--- config.mk ---
export PLATFORM = sky130hd
export DESIGN_NAME = mem_ctrl
export DESIGN_NICKNAME = d
export VERILOG_FILES = /design/src/rtl/mem_ctrl.sv
export SDC_FILE = /design/constraint.sdc
export NUM_CORES = 1
export LEC_CHECK = 0
export ABC_CLOCK_PERIOD_IN_PS = 7490
export CORE_ASPECT_RATIO = 0.6
export CORE_MARGIN = 2
export CORE_UTILIZATION = 55
export DETAILED_ROUTE_END_ITERATION = 6
export PLACE_DENSITY = 0.86
export SLEW_MARGIN = 30
export SYNTH_ARGS = -nofsm -noshare
export SYNTH_HDL_FRONTEND = slang
export SYNTH_SLANG_ARGS = --single-unit
--- constraint.sdc ---
create_clock -name clk -period 7.49 [get_ports clk]
set_clock_uncertainty 0.05 [all_clocks]
set_input_delay 0.749 -clock clk [delete_from_list [all_inputs] [get_ports clk]]
set_output_delay 0.749 -clock clk [all_outputs]
set_load 0.005 [all_outputs]
--- src/rtl/mem_ctrl.sv ---
// Memory controller: arbitrates IF fetches and MEM loads/stores onto a byte-wide RAM, little-endian.
// Optional macro MCTL_IF_PREEMPT_EN lets a MEM request abort an in-flight IF fetch.
module mem_ctrl #(
    parameter int ADDR_W     = 32,
    parameter int RAM_RD_LAT = 1
) (
    input  logic              clk,
    input  logic              rst,
    input  logic              if_req,
    input  logic [ADDR_W-1:0] if_addr,
    output logic [31:0]       if_data,
    output logic              if_done,
    output logic              if_stall,
    input  logic              mem_req,
    input  logic              mem_we,
    input  logic [1:0]        mem_width,
    input  logic              mem_signed,
    input  logic [ADDR_W-1:0] mem_addr,
    input  logic [31:0]       mem_wdata,
    output logic [31:0]       mem_rdata,
    output logic              mem_done,
    output logic              mem_stall,
    output logic [ADDR_W-1:0] ram_a,
    output logic [7:0]        ram_dout,
    output logic              ram_wr,
    input  logic [7:0]        ram_din
);

    localparam logic [1:0] IDLE   = 2'd0;
    localparam logic [1:0] IF_RD  = 2'd1;
    localparam logic [1:0] MEM_RD = 2'd2;
    localparam logic [1:0] MEM_WR = 2'd3;

    // First edge at which read data for byte 0 is on ram_din.
    localparam logic [3:0] CAP_FIRST = 4'(RAM_RD_LAT + 1);
    localparam logic [3:0] RD_LAT    = 4'(RAM_RD_LAT);

    logic [1:0]        state;
    logic [ADDR_W-1:0] base;
    logic [3:0]        cnt;
    logic [3:0]        nbytes;
    logic [1:0]        width;
    logic              sgn;
    logic [31:0]       wdata;
    logic [23:0]       shreg;

    logic [3:0]  e;
    logic        rd_last;
    logic [31:0] full;
    logic [31:0] load_val;
    logic [7:0]  wbyte;
    logic [3:0]  mem_n;
    logic        preempt;

    assign if_stall  = if_req & ~if_done;
    assign mem_stall = mem_req & ~mem_done;

    // e is the index of the edge about to occur, counted from the accepting edge.
    assign e       = cnt + 4'd1;
    assign rd_last = (e == nbytes + RD_LAT);
    assign full    = {ram_din, shreg};
    assign wbyte   = wdata[{e[1:0], 3'b000} +: 8];

    always_comb begin
        mem_n = 4'd4;
        if (mem_width == 2'b00) begin
            mem_n = 4'd1;
        end else if (mem_width == 2'b01) begin
            mem_n = 4'd2;
        end
    end

    // Bytes arrive low first and shift down, so the loaded value sits in the top bytes of full.
    always_comb begin
        load_val = full;
        case (width)
            2'b00:   load_val = {{24{sgn & full[31]}}, full[31:24]};
            2'b01:   load_val = {{16{sgn & full[31]}}, full[31:16]};
            default: load_val = full;
        endcase
    end

`ifdef MCTL_IF_PREEMPT_EN
    assign preempt = (state == IF_RD) && mem_req && !rd_last;
`else
    assign preempt = 1'b0;
`endif

    always_ff @(posedge clk or negedge rst) begin
        if (!rst) begin
            state     <= IDLE;
            base      <= '0;
            cnt       <= 4'd0;
            nbytes    <= 4'd0;
            width     <= 2'b00;
            sgn       <= 1'b0;
            wdata     <= 32'd0;
            shreg     <= 24'd0;
            ram_a     <= '0;
            ram_dout  <= 8'd0;
            ram_wr    <= 1'b0;
            if_data   <= 32'd0;
            mem_rdata <= 32'd0;
            if_done   <= 1'b0;
            mem_done  <= 1'b0;
        end else begin
            if_done  <= 1'b0;
            mem_done <= 1'b0;
            case (state)
                IDLE: begin
                    // A request still held during its own done cycle must not be re-serviced.
                    if (!if_done && !mem_done) begin
                        if (mem_req) begin
                            state    <= mem_we ? MEM_WR : MEM_RD;
                            base     <= mem_addr;
                            ram_a    <= mem_addr;
                            cnt      <= 4'd0;
                            nbytes   <= mem_n;
                            width    <= mem_width;
                            sgn      <= mem_signed;
                            wdata    <= mem_wdata;
                            ram_dout <= mem_wdata[7:0];
                            ram_wr   <= mem_we;
                        end else if (if_req) begin
                            state  <= IF_RD;
                            base   <= if_addr;
                            ram_a  <= if_addr;
                            cnt    <= 4'd0;
                            nbytes <= 4'd4;
                            width  <= 2'b10;
                            sgn    <= 1'b0;
                        end
                    end
                end
                IF_RD, MEM_RD: begin
                    if (preempt) begin
                        state <= IDLE;
                    end else begin
                        cnt <= e;
                        if (e < nbytes) begin
                            ram_a <= base + ADDR_W'(e);
                        end
                        if (e >= CAP_FIRST) begin
                            shreg <= full[31:8];
                        end
                        if (rd_last) begin
                            state <= IDLE;
                            if (state == IF_RD) begin
                                if_data <= full;
                                if_done <= 1'b1;
                            end else begin
                                mem_rdata <= load_val;
                                mem_done  <= 1'b1;
                            end
                        end
                    end
                end
                MEM_WR: begin
                    if (e < nbytes) begin
                        ram_a    <= base + ADDR_W'(e);
                        ram_dout <= wbyte;
                        cnt      <= e;
                    end else begin
                        ram_wr   <= 1'b0;
                        mem_done <= 1'b1;
                        state    <= IDLE;
                    end
                end
                default: state <= IDLE;
            endcase
        end
    end

endmodule

# Word-level counts from Yosys, hierarchy flattened
# Cells that the tools add are included.
[op_classes]
addsub = 3
order_cmp = 2
eq_ne = 13
shift = 1
n_mux = 41
n_bitwise = 6
n_reduce_logical = 20
[ops]
columns = ["op", "n"]
rows = [
  ["$mux 32", 4],
  ["$pmux 32 s2", 2],
  ["$add 32x4->32", 1],
  ["$shiftx 32x6->8", 1],
  ["$mux 4", 7],
  ["$mux 8", 3],
  ["$reduce_and 3->1", 6],
  ["$pmux 8 s2", 1],
  ["$mux 2", 7],
  ["$mux 1", 12],
  ["$pmux 4 s3", 1],
  ["$reduce_and 4->1", 3],
  ["$ne 2x2->1 const B", 5],
  ["$add 4x1->4 const B", 2],
  ["$eq 2x1->1 const B", 3],
  ["$logic_not 2->1", 3],
  ["$pmux 2 s3", 1],
  ["$eq 2x2->1 const B", 2],
  ["$eq 4x4->1", 1],
  ["$ge 4x2->1 const B", 1],
  ["$lt 4x4->1", 1],
  ["$pmux 1 s2", 2],
  ["$reduce_bool 2->1", 2],
  ["$and 1x1->1", 3],
  ["9 further kinds", 12],
]
[totals]
register_bits = 208
output_inout_bits = 109
word_cells = 101

# Depth between registers and ports, before layout
[depth]
word_depth = 4
mapped_depth = 12
ltp_nobuf = 9

# Least setup slack after synthesis
# Ideal clock, no wire load.
[synth_path]
path_type = "reg2reg"
from = "register cnt[0]"
to = "register ram_a[18]"
setup_time_ns = 0.122
t_arrival_ns = 2.656
required_ns = 7.318
setup_slack_ns = 4.662
stages_incl_launch_ff = 10
cell_sequence = "dfrtp_1 -> ha_1 -> buf_2 -> inv_1 -> fa_1 -> a211oi_1 -> nor2_1 -> and2_1 -> or3_1 -> a32o_1"
[synth_between]
elab_chain_cells = 4
[synth_rtl]
columns = ["element", "line_no", "rtl"]
rows = [
  ["from (decl)", "40", "logic [3:0] cnt;"],
  ["from (signal assigned)", "93", "cnt <= 4'd0;"],
  ["from (signal assigned)", "117", "cnt <= 4'd0;"],
  ["from (signal assigned)", "128", "cnt <= 4'd0;"],
  ["$add 4x1->4 (*)", "59", "assign e = cnt + 4'd1;"],
  ["$add 32x4->32 or $lt 4x4->1 (tied branches)", "-", ""],
  ["$mux 32 or $ne 2x1->1 (tied branches)", "-", ""],
  ["$pmux 32 s2 or $reduce_and 3->1 (tied branches)", "-", ""],
  ["to (signal assigned)", "116", "ram_a <= mem_addr;"],
  ["to (signal assigned)", "141", "ram_a <= base + ADDR_W'(e);"],
  ["to (signal assigned)", "160", "ram_a <= base + ADDR_W'(e);"],
  ["to (decl)", "23", "output logic [ADDR_W-1:0] ram_a,"],
]
# Every way passes the cells marked *; elsewhere a longest branch is shown, timed or not. The select of a mux whose other input is x is not followed.
# A chain may end at the register's enable or synchronous reset.

# Worst setup path in the final report
# Ends and elaborated chain as after synthesis.

==> flow_summary.toml <==
[setup_path]
endpoint = "ram_a[18]$_DFFE_PN0P_"
path_cells = "ha_1, inv_1, fa_1, a211oi_1, nor2_1, and2_1, or3_1, a32o_1"
r2r_cells = 8
path_buf_inv = 1
critPathTopFamily = "adder cells"
crit_start = "cnt[0]$_DFFE_PN0P_"
rr_startpoint = "cnt[0]$_DFFE_PN0P_"
cp_slowest_cell = "ha_1"
cpPeakStageDelay_ns = 0.74
cp.arrival_ns = 4.31
endpoint_kind = "flop"
r2r_slack_ns = 3.50
worstSetupPathDepth = 8
worst-setup-path-type = "reg2reg"
r2r_end = "ram_a[18]$_DFFE_PN0P_"
crit_required_ns = 7.81
critPathLaunchType = "flop"
cp_max_fo = 14

[floorplanning]
io_pins = 221
die_h_um = 108.3
core_area_sq_mm = 0.01792
die_area_sq_mm = 0.01925
initial_utilization_pct = 55.61
row_count = 38
die_w_um = 177.8

[power]
p_leak_uw = 0.005638
p_clk_share_pct = 17.0
p_per_area_mw_per_mm2 = 467.9
p_int_uw = 3864
comb_power_share_pct = 47.7
sw_frac_of_total_pct = 36.93
worst_ir_drop_vdd_mv = 0.2623
p_sw_uw = 2262
seq_power_share_pct = 35.3
finalPower_uw = 6127

[job]
maxCapViolations = 0

[sta]
hold_viol = 0
setup_violations = 0
setup_tns_ns = 0
period_share_pct = 53.28
max_freq_mhz = 250.6
final.min_clock_period_ns = 3.991
worst_slew_pin_slew_ns = 0.8970
max_slew_margin_pct = 39.70
rsz0062_at_grt = "false"
drv_slew = 0

[clocking]
cts_made_buffers = 19
clk_latency_ns = 0.49
clkSinkCount = 207
ctsResizeCount = 0
clk_path_buf_depth = 3
cts_tree = "built"
cts-root-buf = "clkbuf_16"
ctsHoldBuffers = 0
cts.reportedPaths.clkPinSlew_ns = 0.07
h-tree-depth = 1
post_cts_buffers = 0

[synth]
avgSynthCellArea_sq_um = 11.73
synth_top_family_by_area = "multiplexers"
synth_mux_area_share_pct = 21.19
yosys_warnings = 0
synthCells = 850
syn-num-nets = 976
ys_async_sr_fraction_pct = 100.0
synth-xor-area-share_pct = 2.850
ys_ff_latch = 207
synth_cell_types = 63
synth-adder-area-share_pct = 1.833
syn_area_sq_mm = 0.009967
synth_top_flop_cell = "dfrtp_1"
seq_area_frac_synth_pct = 51.97
synthTopCellsByArea = "dfrtp_1 52%, mux2_2 12%, mux2i_1 4.0%, mux2_1 3.6%, nand2_1 3.6%"
yosys.area.top_type_share_pct = 51.97
synth_compound_area_share_pct = 10.01
synth_simple_gate_area_share_pct = 9.478
synth_edf_count = 0
synth_largest_area_cell = "dfrtp_1"

[hold_path]
hp-class = "in2async"

[route]
wl_per_cell_um = 20.13
detail-route-antenna-nets = 0
drt_wl_total_um = 26360
viasPerCell = 5.809
first_pass_iters = 6
drtIter0Drc = 585
vias = 7610
drc_errors = 0

[finish]
final_util_pct = 73.06
design_area_sq_mm = 0.01310
fin_cells = 1310
area_delta_synth_final_pct = 31.38
fillers = 1223
final_layout_size_suffix_gt1_share_pct = 16.18
final_net_count = 1183

[outcome]
outcome = "complete, no violations"

[global_route]
gr-total-overflow = 0
grt_max_degree = 73
antenna_found_initial = 1
grt_pass1_vias = 7620
grt_use_total_pct = 27.60
grt_pass1_wl_um = 41380

[place]
dp_hpwl_um = 18100
gp_congestion = 0.8978
place_inst = 1275
io_buffers = 220
placed_area_sq_mm = 0.01239
how the worst min path moves through the flow:
stage                         startpoint                   end  slack, ns  depth (start not counted)
finish                               rst   base[7]$_DFFE_PN0P_       0.19                          1
floorplan                            rst   base[0]$_DFFE_PN0P_       0.40                          0
global placement    ram_a[1]$_DFFE_PN0P_  ram_a[1]$_DFFE_PN0P_       0.41                          2
global route                         rst  base[10]$_DFFE_PN0P_       0.23                          1
detailed placement  ram_a[8]$_DFFE_PN0P_  ram_a[8]$_DFFE_PN0P_       0.42                          2
CTS                                  rst  ram_a[5]$_DFFE_PN0P_       0.21                          1
layout by cell type (no fill, tap or decap), types with 4 or more instances in the layout:
cell type	Yosys	layout
buf_4	1	13
mux2_2	104	104
nand2_1	95	95
a21oi_1	32	32
xor2_1	22	22
xnor2_1	5	5
nand3_1	17	17
nor2_1	29	29
dfrtp_1	207	207
mux2i_1	40	40
o21a_1	13	13
clkbuf_8	0	5
mux2_1	32	32
nand4_1	15	15
a21o_1	7	7
ha_1	13	13
nor3_1	5	5
inv_1	17	17
o21ai_0	54	54
a221o_1	8	8
nor2b_1	7	7
and3_1	4	4
o211ai_1	4	4
clkdlybuf4s50_1	0	218
clkbuf_16	0	19
a211oi_1	9	9
mux4_2	8	8
worst reg2reg max path, stage by stage (launching register included):
cell and delay [ns]:
dfrtp_1 0.63, ha_1 0.74, inv_1 0.28, fa_1 0.51
a211oi_1 0.49, nor2_1 0.35, and2_1 0.27, or3_1 0.30
a32o_1 0.25
cell families (layout without fill, tap and decap cells):
family / count (synthesis) / after routing
xor gates and xnor gates: 29 / 29
and+or+nand+nor: 198 / 198
AOI/OAI and AO/OA: 153 / 153
adders and majority gates: 14 / 14
DFF: 207 / 207
other: 0 / 1
muxes: 184 / 184
buffers and inverters: 65 / 284
state kept, by name, indices dropped and copies added (netlist names):
signal,count
base,32
cnt,4
if_data,32
if_done,1
mem_done,1
mem_rdata,32
nbytes,3
ram_a,32
ram_dout,8
ram_wr,1
sgn,1
shreg,24
state,2
wdata,32
width,2
power groups by stage:
stage | logic (uW) | clock network [uW] | registers (uW)
after global routing | 3180 | 1100 | 2230
final | 2920 | 1040 | 2160
after floorplan | 1790 | 0 | 2030
after global placement | 2780 | 0 | 2130
after detailed placement | 2890 | 0 | 2160
after CTS | 2930 | 1050 | 2160
metal layers:
layer  routed length, um  up-vias  track usage [%]
met5                   0        -                0
met4                 573        0            7.728
met3                1998       42            6.224
met2               11980      295            42.97
met1               11810     3807            39.34
li1                    -     3466                -
metrics by stage:
step	hold slack (ns)	worst slack, ns
4_1_cts	0.2142	3.473
3_3_place_gp	0.4146	3.616
5_1_grt	0.2257	3.202
6_report	0.1929	3.499
3_5_place_dp	0.4233	3.536
2_1_floorplan	0.4034	4.662
synth_stat cells, drive strengths merged, types with 4 or more instances:
cell type	number
o211ai	4
nor2	29
mux4	8
xnor2	5
a211oi	9
a21oi	32
clkbuf	28
ha	13
nor3	6
mux2i	40
nor4	4
o21a	13
a21o	7
dfrtp	207
nand3	18
nand2	95
o41ai	4
xor2	22
nand4	15
o21ai	55
inv	17
and3	4
a221o	8
buf	20
mux2	136
nor2b	7
cell type report:
type / count / area, sq um / share of cell area [%]
sequential: 207 / 5180 / 39.56
multi-input combinational: 578 / 4546 / 34.71
timing repair buffer: 234 / 2332 / 17.81
clock buffer: 23 / 530.5 / 4.051
tap: 240 / 300.3 / 2.293
clock inverter: 10 / 140.1 / 1.070
inverter: 17 / 63.81 / 0.4873
antenna: 1 / 2.502 / 0.01911
(Power assumes the default switching activity.)
